### src/rtl/mem_loader_if.sv
// Byte-stream and data-memory bus bundle for mem_loader.
// master = the loader (bus initiator), slave = byte source plus memory.
interface mem_loader_if;
    logic [7:0]  rx_data;
    logic        rx_valid;
    logic        rx_ready;
    logic [15:0] mem_address;
    logic        mem_load;
    logic [15:0] mem_in;
    logic [15:0] mem_out;

    modport master (
        input  rx_data, rx_valid, mem_out,
        output rx_ready, mem_address, mem_load, mem_in
    );

    modport slave (
        output rx_data, rx_valid, mem_out,
        input  rx_ready, mem_address, mem_load, mem_in
    );
endinterface

### src/rtl/mem_loader.sv
// Packs a big-endian byte stream into 16-bit words and writes them to consecutive RAM
// addresses. Define LOADER_VERIFY_EN to read back and compare every word after writing it.
module mem_loader #(
    parameter logic [15:0] BASE_ADDR = 16'h0000,
    parameter logic [15:0] MAX_ADDR  = 16'h1FFF
) (
    input  logic         clk,
    input  logic         reset,
    input  logic         start_i,
    input  logic [15:0]  length_i,
    mem_loader_if.master bus,
    output logic         busy_o,
    output logic         done_o,
    output logic         error_o,
    output logic [15:0]  words_written_o
);

    typedef enum logic [2:0] {
        S_IDLE, S_GET_HI, S_GET_LO, S_WRITE, S_VERIFY, S_DONE, S_ERR
    } state_e;

    state_e      state_q, state_d;
    logic [15:0] len_q, len_d;
    // One extra bit so the address past 16'hFFFF can never alias to a write at 0.
    logic [16:0] addr_q, addr_d;
    logic [15:0] cnt_q, cnt_d;
    logic [15:0] word_q, word_d;
    logic        err_q, err_d;
    logic [15:0] maddr_q;
    logic [15:0] min_q;
    logic [15:0] cnt_inc;
    logic        addr_bad;

`ifdef LOADER_VERIFY_EN
    logic        vcnt_q, vcnt_d;
`else
    logic        unused_mem_out;
    assign unused_mem_out = ^bus.mem_out;
`endif

    assign cnt_inc  = cnt_q + 16'd1;
    assign addr_bad = addr_q > {1'b0, MAX_ADDR};

    always_comb begin
        state_d         = state_q;
        len_d           = len_q;
        addr_d          = addr_q;
        cnt_d           = cnt_q;
        word_d          = word_q;
        err_d           = err_q;
`ifdef LOADER_VERIFY_EN
        vcnt_d          = vcnt_q;
`endif
        bus.rx_ready    = 1'b0;
        bus.mem_load    = 1'b0;
        bus.mem_address = maddr_q;
        bus.mem_in      = min_q;

        case (state_q)
            // ERR accepts a new start exactly like IDLE does
            S_IDLE, S_ERR: begin
                if (start_i) begin
                    cnt_d = 16'd0;
                    if (length_i != 16'd0) begin
                        len_d   = length_i;
                        addr_d  = {1'b0, BASE_ADDR};
                        err_d   = 1'b0;
                        state_d = S_GET_HI;
                    end else begin
                        state_d = S_DONE;
                    end
                end
            end
            S_GET_HI: begin
                bus.rx_ready = 1'b1;
                if (bus.rx_valid) begin
                    word_d[15:8] = bus.rx_data;
                    state_d      = S_GET_LO;
                end
            end
            S_GET_LO: begin
                bus.rx_ready = 1'b1;
                if (bus.rx_valid) begin
                    word_d[7:0] = bus.rx_data;
                    state_d     = S_WRITE;
                end
            end
            S_WRITE: begin
                if (addr_bad) begin
                    err_d   = 1'b1;
                    state_d = S_ERR;
                end else begin
                    bus.mem_load    = 1'b1;
                    bus.mem_address = addr_q[15:0];
                    bus.mem_in      = word_q;
`ifdef LOADER_VERIFY_EN
                    vcnt_d  = 1'b0;
                    state_d = S_VERIFY;
`else
                    addr_d  = addr_q + 17'd1;
                    cnt_d   = cnt_inc;
                    state_d = (cnt_inc == len_q) ? S_DONE : S_GET_HI;
`endif
                end
            end
`ifdef LOADER_VERIFY_EN
            // Two-cycle readback window; the compare happens on the second edge.
            S_VERIFY: begin
                bus.mem_address = addr_q[15:0];
                if (!vcnt_q) begin
                    vcnt_d = 1'b1;
                end else if (bus.mem_out != word_q) begin
                    err_d   = 1'b1;
                    state_d = S_ERR;
                end else begin
                    addr_d  = addr_q + 17'd1;
                    cnt_d   = cnt_inc;
                    state_d = (cnt_inc == len_q) ? S_DONE : S_GET_HI;
                end
            end
`endif
            S_DONE:  state_d = S_IDLE;
            default: state_d = S_IDLE;
        endcase
    end

    always_ff @(posedge clk) begin
        if (reset) begin
            state_q <= S_IDLE;
            len_q   <= 16'd0;
            addr_q  <= {1'b0, BASE_ADDR};
            cnt_q   <= 16'd0;
            word_q  <= 16'd0;
            err_q   <= 1'b0;
            maddr_q <= BASE_ADDR;
            min_q   <= 16'd0;
`ifdef LOADER_VERIFY_EN
            vcnt_q  <= 1'b0;
`endif
        end else begin
            state_q <= state_d;
            len_q   <= len_d;
            addr_q  <= addr_d;
            cnt_q   <= cnt_d;
            word_q  <= word_d;
            err_q   <= err_d;
            maddr_q <= bus.mem_address;
            min_q   <= bus.mem_in;
`ifdef LOADER_VERIFY_EN
            vcnt_q  <= vcnt_d;
`endif
        end
    end

    assign busy_o          = (state_q != S_IDLE);
    assign done_o          = (state_q == S_DONE);
    assign error_o         = err_q;
    assign words_written_o = cnt_q;

endmodule
### src/flat_wrapper.sv
// flat-port wrapper written by rule: the top's interface ports become plain ports
module mem_loader_flat 
#(
    parameter logic [15:0] BASE_ADDR = 16'h0000,
    parameter logic [15:0] MAX_ADDR  = 16'h1FFF
)
  (clk, reset, start_i, length_i, busy_o, done_o, error_o, words_written_o, bus_rx_data, bus_rx_valid, bus_mem_out, bus_rx_ready, bus_mem_address, bus_mem_load, bus_mem_in);
  mem_loader_if bus_i ();
  input  logic clk;
  input  logic reset;
  input  logic start_i;
  input  logic [15:0] length_i;
  output logic busy_o;
  output logic done_o;
  output logic error_o;
  output logic [15:0] words_written_o;
  input wire logic [$bits(bus_i.rx_data)-1:0] bus_rx_data;
  input wire logic [$bits(bus_i.rx_valid)-1:0] bus_rx_valid;
  input wire logic [$bits(bus_i.mem_out)-1:0] bus_mem_out;
  output wire logic [$bits(bus_i.rx_ready)-1:0] bus_rx_ready;
  output wire logic [$bits(bus_i.mem_address)-1:0] bus_mem_address;
  output wire logic [$bits(bus_i.mem_load)-1:0] bus_mem_load;
  output wire logic [$bits(bus_i.mem_in)-1:0] bus_mem_in;
  assign bus_i.rx_data = bus_rx_data;
  assign bus_i.rx_valid = bus_rx_valid;
  assign bus_i.mem_out = bus_mem_out;
  assign bus_rx_ready = bus_i.rx_ready;
  assign bus_mem_address = bus_i.mem_address;
  assign bus_mem_load = bus_i.mem_load;
  assign bus_mem_in = bus_i.mem_in;
  mem_loader #(.BASE_ADDR(BASE_ADDR), .MAX_ADDR(MAX_ADDR)) u_core (.clk(clk), .reset(reset), .start_i(start_i), .length_i(length_i), .bus(bus_i), .busy_o(busy_o), .done_o(done_o), .error_o(error_o), .words_written_o(words_written_o));
endmodule
### config.mk
export PLATFORM = sky130hd
export DESIGN_NAME = mem_loader_flat
export DESIGN_NICKNAME = d
export VERILOG_FILES = /design/src/rtl/mem_loader_if.sv /design/src/rtl/mem_loader.sv /design/src/flat_wrapper.sv
export SDC_FILE = /design/constraint.sdc
export NUM_CORES = 1
export LEC_CHECK = 0
export CORE_MARGIN = 4
export CORE_UTILIZATION = 45
export CTS_BUF_LIST = sky130_fd_sc_hd__clkbuf_4
export DETAILED_ROUTE_END_ITERATION = 8
export PLACE_DENSITY = 0.81
export SETUP_SLACK_MARGIN = 0.4
export SLEW_MARGIN = 10
export SYNTH_ARGS = -nofsm -noshare
export SYNTH_HDL_FRONTEND = slang
export SYNTH_SLANG_ARGS = --single-unit
### constraint.sdc
create_clock -name clk -period 2.4 [get_ports clk]
set_input_delay 0.48 -clock clk [delete_from_list [all_inputs] [get_ports clk]]
set_output_delay 0.48 -clock clk [all_outputs]
set_load 0.02 [all_outputs]
== After elaboration in Yosys (flattened, before gate mapping) ==
Index checks and enable logic that the tools add are counted.

* Register bits: 101
* Word-level logic and storage cells: 62
* Bits of input ports: 44
* Output and inout bits: 53

* $lt $le $gt $ge: 1
* Reductions and logical operators: 13
* Mux-type cells: 25
* $add $sub $neg: 2
* Eq/ne operators: 12

{| class="wikitable"
|+ Operator list
! cell !! count
|-
| 16-bit two-way mux || 6
|-
| 17-bit two-way mux || 3
|-
| 17-bit case mux with 2 select lines || 1
|-
| 16-bit case mux with 2 select lines || 1
|-
| 3-bit two-way mux || 6
|-
| 17-bit by 1-bit adder with 17-bit output (second input constant) || 1
|-
| 17-bit by 13-bit > comparator with 1-bit output (second input constant) || 1
|-
| 16-bit by 1-bit adder with 16-bit output (second input constant) || 1
|-
| 16-bit equality test || 1
|-
| 16-bit nonzero test || 1
|-
| 3-bit case mux with 4 select lines || 1
|-
| 3-bit AND reduction || 3
|-
| 2-bit != test (second input constant) || 4
|-
| 4-bit AND reduction || 2
|-
| 3-bit by 2-bit equality test with 1-bit output (second input constant) || 2
|-
| 3-bit equality test (second input constant) || 2
|-
| 1-bit two-way mux || 6
|-
| 2-bit by 1-bit != test with 1-bit output (second input constant) || 2
|-
| 2-bit AND reduction || 2
|-
| 2-bit OR reduction || 2
|-
| 3-bit by 1-bit equality test with 1-bit output (second input constant) || 1
|-
| 3-bit zero test || 1
|-
| 3-bit nonzero test || 1
|-
| 1-bit case mux with 2 select lines || 1
|-
| 2-bit nonzero test || 1
|}

== Logic depth before layout (Yosys ltp) ==
Gate-level depths: netlist of the first run.

* Depth in word-level cells: 5
* Depth in mapped cells: 9
* Mapped depth without buffers: 7

== Worst setup path after synthesis of the first run ==
No wires, ideal clock.

* Kind: reg2out
* Start: register u_core.addr_q[2]
* End: output bus_mem_in[10]
* Path slack: 0.022 ns
* Arrival time: 1.898 ns
* Buffers on the path: 1
* Cell stages (with the launch flop): 7
* Required time: 1.920 ns
* Cell sequence: dfxtp_1 -> and4_1 -> nand4_2 -> o31a_1 -> nand2_4 -> buf_4 -> mux2_1

* Cells in the longest elaborated chain, start to end: 3

{| class="wikitable"
|+ Ends and longest elaborated chain
! item !! RTL line !! source
|-
| start: declaration || mem_loader.sv:25 || <nowiki>logic [16:0] addr_q, addr_d;</nowiki>
|-
| start signal: assignment || mem_loader.sv:131 || <nowiki>addr_q <= {1'b0, BASE_ADDR};</nowiki>
|-
| start signal: assignment || mem_loader.sv:143 || <nowiki>addr_q <= addr_d;</nowiki>
|-
| 17-bit by 13-bit > comparator with 1-bit output || mem_loader.sv:42 || <nowiki>assign addr_bad = addr_q > {1'b0, MAX_ADDR};</nowiki>
|-
| 16-bit two-way mux || mem_loader.sv:89 || <nowiki>if (addr_bad) begin</nowiki>
|-
| 16-bit two-way mux || mem_loader.sv:59 || <nowiki>case (state_q)</nowiki>
|-
| end: declaration || flat_wrapper.sv:23 || <nowiki>output wire logic [$bits(bus_i.mem_in)-1:0] bus_mem_in;</nowiki>
|}

No other way between the ends.

== Worst setup path after layout of the first run ==
* Start: register u_core.addr_q[10]
* End: output bus_mem_in[13]

The elaborated chain is that of the path after synthesis.

==> impl_metrics.csv, run 1 <==
group,metric,value,unit
run_status,status,"finished, violations left",
run_status,violations,"setup timing",
drt,via_per_inst,5.967,
cells_and_area,drive_above_1_share,41.74,%
clock_tree,cts_tree,"done",
floorplanning,die_w,111.5,um
power_and_ir_drop,powerDensity,436.2,mW/mm^2
sta,fmaxAchievable,342.1,MHz
power_and_ir_drop,power_leakage,3.088,nW
floorplanning,rows,37,
power_and_ir_drop,clkPwrFrac,29.0,%
clock_tree,htreeDepth,3,
logic_synthesis,ys.flop_type,"dfxtp_1",
grt,grt-ovfl-total,0,
logic_synthesis,synthesis.area,0.004825,mm^2
clock_tree,numClockSinks,101,
drt,wire_per_inst,19.70,um
floorplanning,dieArea,0.01244,mm^2
floorplanning,dieHeight,111.5,um
sta,hold_slack,0.3994,ns
cells_and_area,seq_area,0.002047,mm^2
power_and_ir_drop,combPwrFrac,17.7,%
setup_path,path_max_fanout,5,
power_and_ir_drop,vdd_drop_max,294.9,uV
place,dp_hpwl,9819,um
cells_and_area,fin_nets,743,
setup_path,crit_path_max_incr_delay,0.39,ns
drt,initialDrtViolationCount,509,
floorplanning,core,0.01037,mm^2
sta,tightest_slew,0.7289,ns
place,placedCellCount,784,
logic_synthesis,synthAdderAreaFrac,0.5187,%
logic_synthesis,avgSynthCellArea,8.951,um^2
logic_synthesis,yosysMostFrequentCell,"dfxtp_1",
place,gp_congestion,0.9458,
power_and_ir_drop,p_seq_share,53.2,%
logic_synthesis,synth-seq-cells,101,
grt,antenna_found_initial,0,
clock_tree,clk_latency,0.49,ns
grt,grt_pass1_vias,4705,
cells_and_area,nFillCells,678,
sta,slew-limit-headroom,51.41,%
clock_tree,clk_pin_slew,0.17,ns
logic_synthesis,synth_compound_area_share,15.12,%
logic_synthesis,syn_inst,539,
floorplanning,start_util,46.53,%
logic_synthesis,synth_top_family_by_area,"simple AND/OR/NAND/NOR gates",
run,maxCapViolations,0,
logic_synthesis,ys_async_sr_fraction,0,%
sta,setup_slack,-0.5232,ns
place,port_buffers,80,
sta,slew_violations,0,
sta,fin_crit,2.923,ns
logic_synthesis,synth.area.mux_share,11.75,%
setup_path,worstSetupStartpointType,"flip-flop",
drt,dr.pass1.iters,6,
logic_synthesis,ys_types,58,
grt,grt_pass1_wl,23290,um
cells_and_area,diodes,0,
cells_and_area,multi_input_area,0.003214,mm^2
logic_synthesis,synth-edff-count,0,
clock_tree,clockRootBuffer,"clkbuf_4",
logic_synthesis,synth-simple-area-share,22.48,%
clock_tree,hold_buffers,0,
drt,postRouteAntennaNets,0,
setup_path,cp_slowest_cell,"dfxtp_1",
cells_and_area,synthToLayoutAreaGrowth,55.58,%
floorplanning,io_pins,97,
setup_path,worst_setup_path_end_kind,"output pin",
power_and_ir_drop,power_switching,0.0009338,W
logic_synthesis,seq_area_frac_synth,41.91,%
logic_synthesis,synth_nets,585,
clock_tree,clk_path_buf_depth,2,
sta,setup_viol,34,
logic_synthesis,yosys-top-cells-count,"dfxtp_1 (101), nor2_1 (47), a21oi_1 (38), nand2_1 (38), nor2b_1 (33)",
grt,grt.total_usage,22.59,%
power_and_ir_drop,p_int,0.002340,W
grt,grt_max_degree,57,
sta,hold_violations,0,
drt,drc_errors,0,
power_and_ir_drop,sw_frac_of_total,28.52,%
logic_synthesis,synth_top_area_share,41.91,%
sta,rsz0062_at_grt,"true",
setup_path,critPathKind,"flip-flop to output pin",
logic_synthesis,ys_warn_count,0,
setup_path,critPathRequiredTime,1.92,ns
drt,drt-total-wl,16510,um
logic_synthesis,synthTopCellsByArea,"dfxtp_1 (42%), mux2_2 (5.6%), mux2i_1 (5.0%)",
logic_synthesis,synth-xor-area-share,4.175,%
hold_path,hp-class,"input pin to flip-flop",
clock_tree,numCtsBuffers,9,
sta,skew,0.03087,ns
logic_synthesis,yosysTopAreaCell,"dfxtp_1",
drt,vias,5000,
cells_and_area,stdcell_count,838,
setup_path,worstPathCellList,"and4_4, nand3_4, o31a_1, nand2_4, buf_12, buf_16, mux2_4, buf_6",
setup_path,crit_arrival,2.44,ns
sta,min_period_over_period,121.8,%
flip-flops by register name (all words and copies together), names as in the netlist:
| name | cells |
|---|---|
| u_core.word_q | 16 |
| u_core.maddr_q | 16 |
| u_core.addr_q | 17 |
| u_core.len_q | 16 |
| u_core.error_o | 1 |
| u_core.state_q | 3 |
| u_core.min_q | 16 |
| u_core.words_written_o | 16 |
logic make-up (layout without fill, tap and decap cells):
group | Yosys count | after routing
compound gates | 116 | 116
xor+xnor | 23 | 23
fa+ha+maj | 2 | 2
buf+inv | 40 | 203
flops | 101 | 101
mux | 53 | 53
simple gates | 204 | 204
timing repair:
| item | CTS | global route |
|---|---|---|
| buffers inserted | 19 | 14 |
| gates resized for setup | 277 | 111 |
| setup endpoints to repair | 78 | 104 |
| cloned | 3 | 2 |
| pin swaps | 24 | 28 |
layer usage:
layer  GRT usage [%]  vias up  part of all wire [%]
met1           26.97     2420                    38
met2           40.85      264                    53
met3           4.185       56                   6.4
li1                -     2260                     -
met4           7.299        0                   3.0
met5               0        -                     0
cell type report:
| class | instances | area share [%] |
|---|---|---|
| Multi-Input combinational cell | 398 | 42.82 |
| Inverter | 6 | 0.4667 |
| Clock inverter | 6 | 0.9168 |
| Clock buffer | 10 | 1.000 |
| Sequential cell | 101 | 27.27 |
| Tap cell | 136 | 2.267 |
| Timing Repair Buffer | 181 | 25.25 |
critical path: cells and delay by family, from the launching register on:
family,cells,cell delay (ns)
simple gates,3,0.53
buf+inv,3,0.40
flops,1,0.39
compound gates,1,0.35
mux,1,0.32
power groups by stage:
| stage | registers, W | logic, W | clock network, W |
|---|---|---|---|
| finish | 0.00174 | 0.000581 | 0.000950 |
| global route | 0.00175 | 0.000612 | 0.00102 |
| CTS | 0.00174 | 0.000459 | 0.000950 |
| detailed placement | 0.00178 | 0.000424 | 0 |
| global placement | 0.00177 | 0.000413 | 0 |
| floorplan | 0.00177 | 0.000254 | 0 |
cells in the final DEF (no fill, tap or decap), drive strengths merged, types with 9 or more instances in the layout:
cell	count
buf	136
dfxtp	101
nor2	47
nand2	39
a21oi	39
nor2b	33
mux2	29
o21ai	28
clkdlybuf4s50	26
mux2i	24
nand3	18
dlygate4sd2	16
xnor2	14
clkbuf	12
a31oi	10
xor2	9
or3	9
and2	9
through the flow:
step | util, % | TNS (ns) | area [um^2] | setup WS (ns) | total power [W]
2_1_floorplan | - | 0 | 5014 | 0.2039 | 0.002025
3_3_place_gp | 60.94 | -8.326 | 6320 | -0.2556 | 0.002185
3_5_place_dp | 60.94 | -10.03 | 6320 | -0.2873 | 0.002200
4_1_cts | 66.74 | -11.71 | 6920 | -0.4092 | 0.003150
5_1_grt | 72.38 | -16.95 | 7506 | -0.5696 | 0.003375
6_report | 72.38 | -15.20 | 7506 | -0.5232 | 0.003274
final timing paths:
path	from	end	slack, ns	cells past startpoint
setup reg to reg	u_core.state_q[1]	u_core.addr_q[10]	-0.05	9
hold / removal	reset	u_core.words_written_o[10]	0.40	2
setup / recovery	u_core.addr_q[10]	bus_mem_in[13]	-0.52	8
hold reg to reg	u_core.word_q[13]	u_core.word_q[13]	0.49	2
(Power assumes the default switching activity.)
==> run 2, diff against run 1 <==
--- a/config.mk
+++ b/config.mk
@@ -5,6 +5,7 @@
 export SDC_FILE = /design/constraint.sdc
 export NUM_CORES = 1
 export LEC_CHECK = 0
+export CORE_ASPECT_RATIO = 2
 export CORE_MARGIN = 4
 export CORE_UTILIZATION = 45
 export CTS_BUF_LIST = sky130_fd_sc_hd__clkbuf_4
==> run 2 against run 1 <==
  * The run still ends with setup timing left
  * Combinational power rose by 11%
  * Maximum frequency rose by 1.0%
  * Non-clock buffer count up 18
  * Power up 2.4%
  * Via count is 6.4% higher
  * Wire length rose by 14%
  * Clock skew shrank 0.0064 ns
  * First-iteration DRC count down 14%
  * Hold slack better by 0.056 ns
  * Largest cell class unchanged
  * Sequential power barely moved
==> impl_metrics.csv, run 2 (same netlist as run 1, synthesis figures left out) <==
group,metric,value,unit
floorplanning,dieHeight,154.4,um
setup_path,crit_path_max_incr_delay,0.38,ns
drt,dr.pass1.iters,8,
floorplanning,core,0.01048,mm^2
power_and_ir_drop,combPwrFrac,19.3,%
setup_path,worstSetupStartpointType,"flip-flop",
sta,fin_crit,2.893,ns
place,gp_congestion,0.9280,
cells_and_area,synthToLayoutAreaGrowth,61.36,%
grt,antenna_found_initial,1,
sta,slew-limit-headroom,61.60,%
drt,initialDrtViolationCount,436,
power_and_ir_drop,clkPwrFrac,28.7,%
clock_tree,hold_buffers,0,
setup_path,path_max_fanout,4,
sta,hold_slack,0.4555,ns
place,placed_cell_area,0.006361,mm^2
hold_path,min_to,"u_core.len_q[4]",
place,port_buffers,80,
cells_and_area,final_cell_mix,"dfxtp_1 (80), buf_4 (70), buf_6 (67)",
clock_tree,htreeDepth,3,
power_and_ir_drop,vdd_drop_max,398.8,uV
cells_and_area,largest_register_ffs,17,
floorplanning,rows,53,
clock_tree,clk_path_buf_depth,2,
sta,slew_violations,0,
setup_path,regToRegEndpoint,"u_core.addr_q[5]",
clock_tree,numClockSinks,101,
power_and_ir_drop,power_switching,0.0009864,W
clock_tree,numCtsBuffers,9,
setup_path,crit_top_cell,"buf_6",
setup_path,worstPathCellList,"and4_4, nand4_4, o31a_1, buf_6, nand2_8, buf_6, buf_6, mux2_4, buf_6",
hold_path,hp-class,"input pin to flip-flop",
sta,skew,0.02445,ns
sta,hold_violations,0,
drt,drc_errors,0,
floorplanning,dieArea,0.01254,mm^2
setup_path,reg2reg_slack,-0.01,ns
sta,setup_viol,34,
cells_and_area,multi_input_area,0.003331,mm^2
floorplanning,start_util,46.05,%
setup_path,worst_setup_path_end_kind,"output pin",
sta,tns,-14.30,ns
place,dp_hpwl,10330,um
power_and_ir_drop,power_leakage,3.198,nW
setup_path,critPathBufInv,4,
sta,tightest_slew,0.5760,ns
setup_path,critical-path-top-delay-family,"buffers and inverters",
cells_and_area,drive_above_1_share,45.35,%
clock_tree,clk_latency,0.48,ns
cells_and_area,top_register,"u_core.addr_q",
run_status,status,"finished, violations left",
hold_path,hold_path_depth,2,
place,place_ws,-0.3533,ns
grt,grt_max_degree,36,
run_status,violations,"setup timing",
cells_and_area,fin_nets,762,
drt,vias,5322,
grt,grt.total_usage,24.70,%
setup_path,critPathRequiredTime,1.92,ns
drt,via_per_inst,6.196,
cells_and_area,stdcell_area,0.007785,mm^2
hold_path,min_from,"reset",
setup_path,crit_arrival,2.41,ns
grt,grt_pass1_wl,23940,um
setup_path,worstRegToRegCells,11,
sta,setup_slack,-0.4930,ns
drt,wire_per_inst,21.89,um
power_and_ir_drop,p_seq_share,52.0,%
cells_and_area,seq_area,0.002048,mm^2
run,maxCapViolations,0,
cells_and_area,nFillCells,681,
drt,postRouteAntennaNets,0,
power_and_ir_drop,powerDensity,430.4,mW/mm^2
setup_path,critPathKind,"flip-flop to output pin",
setup_path,worstReg2RegStart,"u_core.state_q[1]",
power_and_ir_drop,sw_frac_of_total,29.44,%
power_and_ir_drop,power,0.003351,W
sta,rsz0062_at_grt,"true",
power_and_ir_drop,p_int,0.002365,W
clock_tree,clockRootBuffer,"clkbuf_4",
drt,drt-total-wl,18800,um
clock_tree,cts_tree,"done",
floorplanning,io_pins,97,
cells_and_area,layout_commonest_cell,"dfxtp_1",
clock_tree,clk_pin_slew,0.17,ns
sta,min_period_over_period,120.5,%
sta,fmaxAchievable,345.7,MHz
grt,grt-ovfl-total,0,
setup_path,cp_slowest_cell,"dfxtp_2",
floorplanning,die_w,81.22,um
grt,grt_pass1_vias,4925,
==> run 2: per-layer routing <==
metal / vias to the layer above / GRT usage [%] / routed length (um)
met4: 0 / 15.87 / 1546
met3: 137 / 3.613 / 1169
met1: 2518 / 25.89 / 5998
li1: 2313 / - / -
met2: 354 / 44.13 / 10090
met5: - / 0 / 0
==> run 2: layout make-up <==
| type | instances | share of cell area (%) |
|---|---|---|
| multi-input combinational | 399 | 42.78 |
| timing repair buffer | 199 | 26.39 |
| sequential | 101 | 26.31 |
| tap | 137 | 2.202 |
| clock inverter | 7 | 1.029 |
| clock buffer | 9 | 0.8679 |
| inverter | 6 | 0.3857 |
| antenna | 1 | 0.03214 |
==> run 2: timing repair <==
item	in CTS	in global routing
buffers inserted	14	28
endpoints found under the setup margin	83	96
gates cloned	3	5
resized for setup	281	139
pin swaps	19	38
==> run 2: power by group through the flow <==
stage	Sequential [W]	Combinational, W	Clock [W]
floorplan	0.00177	0.000254	0
detailed placement	0.00177	0.000433	0
CTS	0.00174	0.000463	0.000957
global route	0.00175	0.000672	0.00102
global placement	0.00177	0.000420	0
finish	0.00174	0.000646	0.000962
==> run 2: worst max-delay path by stage <==
stage / slack [ns] / to / from / cells after the start
finish: -0.49 / bus_mem_address[0] / u_core.addr_q[5] / 9
global route: -0.52 / bus_mem_address[0] / u_core.addr_q[3] / 9
CTS: -0.48 / bus_mem_in[10] / u_core.addr_q[5] / 8
detailed placement: -0.35 / bus_mem_address[15] / u_core.addr_q[10] / 8
global placement: -0.31 / bus_mem_in[11] / u_core.addr_q[10] / 7
floorplan: 0.20 / bus_mem_address[10] / u_core.addr_q[2] / 6
==> run 2: per-stage QoR <==
stage                     utilization [%]  instances
after detailed placement            60.71        792
after global routing                74.30        859
after CTS                           65.81        825
final                               74.30        859
after global placement              60.71        792
after floorplan                         -        539
==> run 3, diff against run 2 <==
--- a/config.mk
+++ b/config.mk
@@ -5,6 +5,7 @@
 export SDC_FILE = /design/constraint.sdc
 export NUM_CORES = 1
 export LEC_CHECK = 0
+export ABC_CLOCK_PERIOD_IN_PS = 2400
 export CORE_ASPECT_RATIO = 2
 export CORE_MARGIN = 4
 export CORE_UTILIZATION = 45
==> results of run 3 <==
Same layout as run 2: the final DEF is identical, and so are final timing and power.
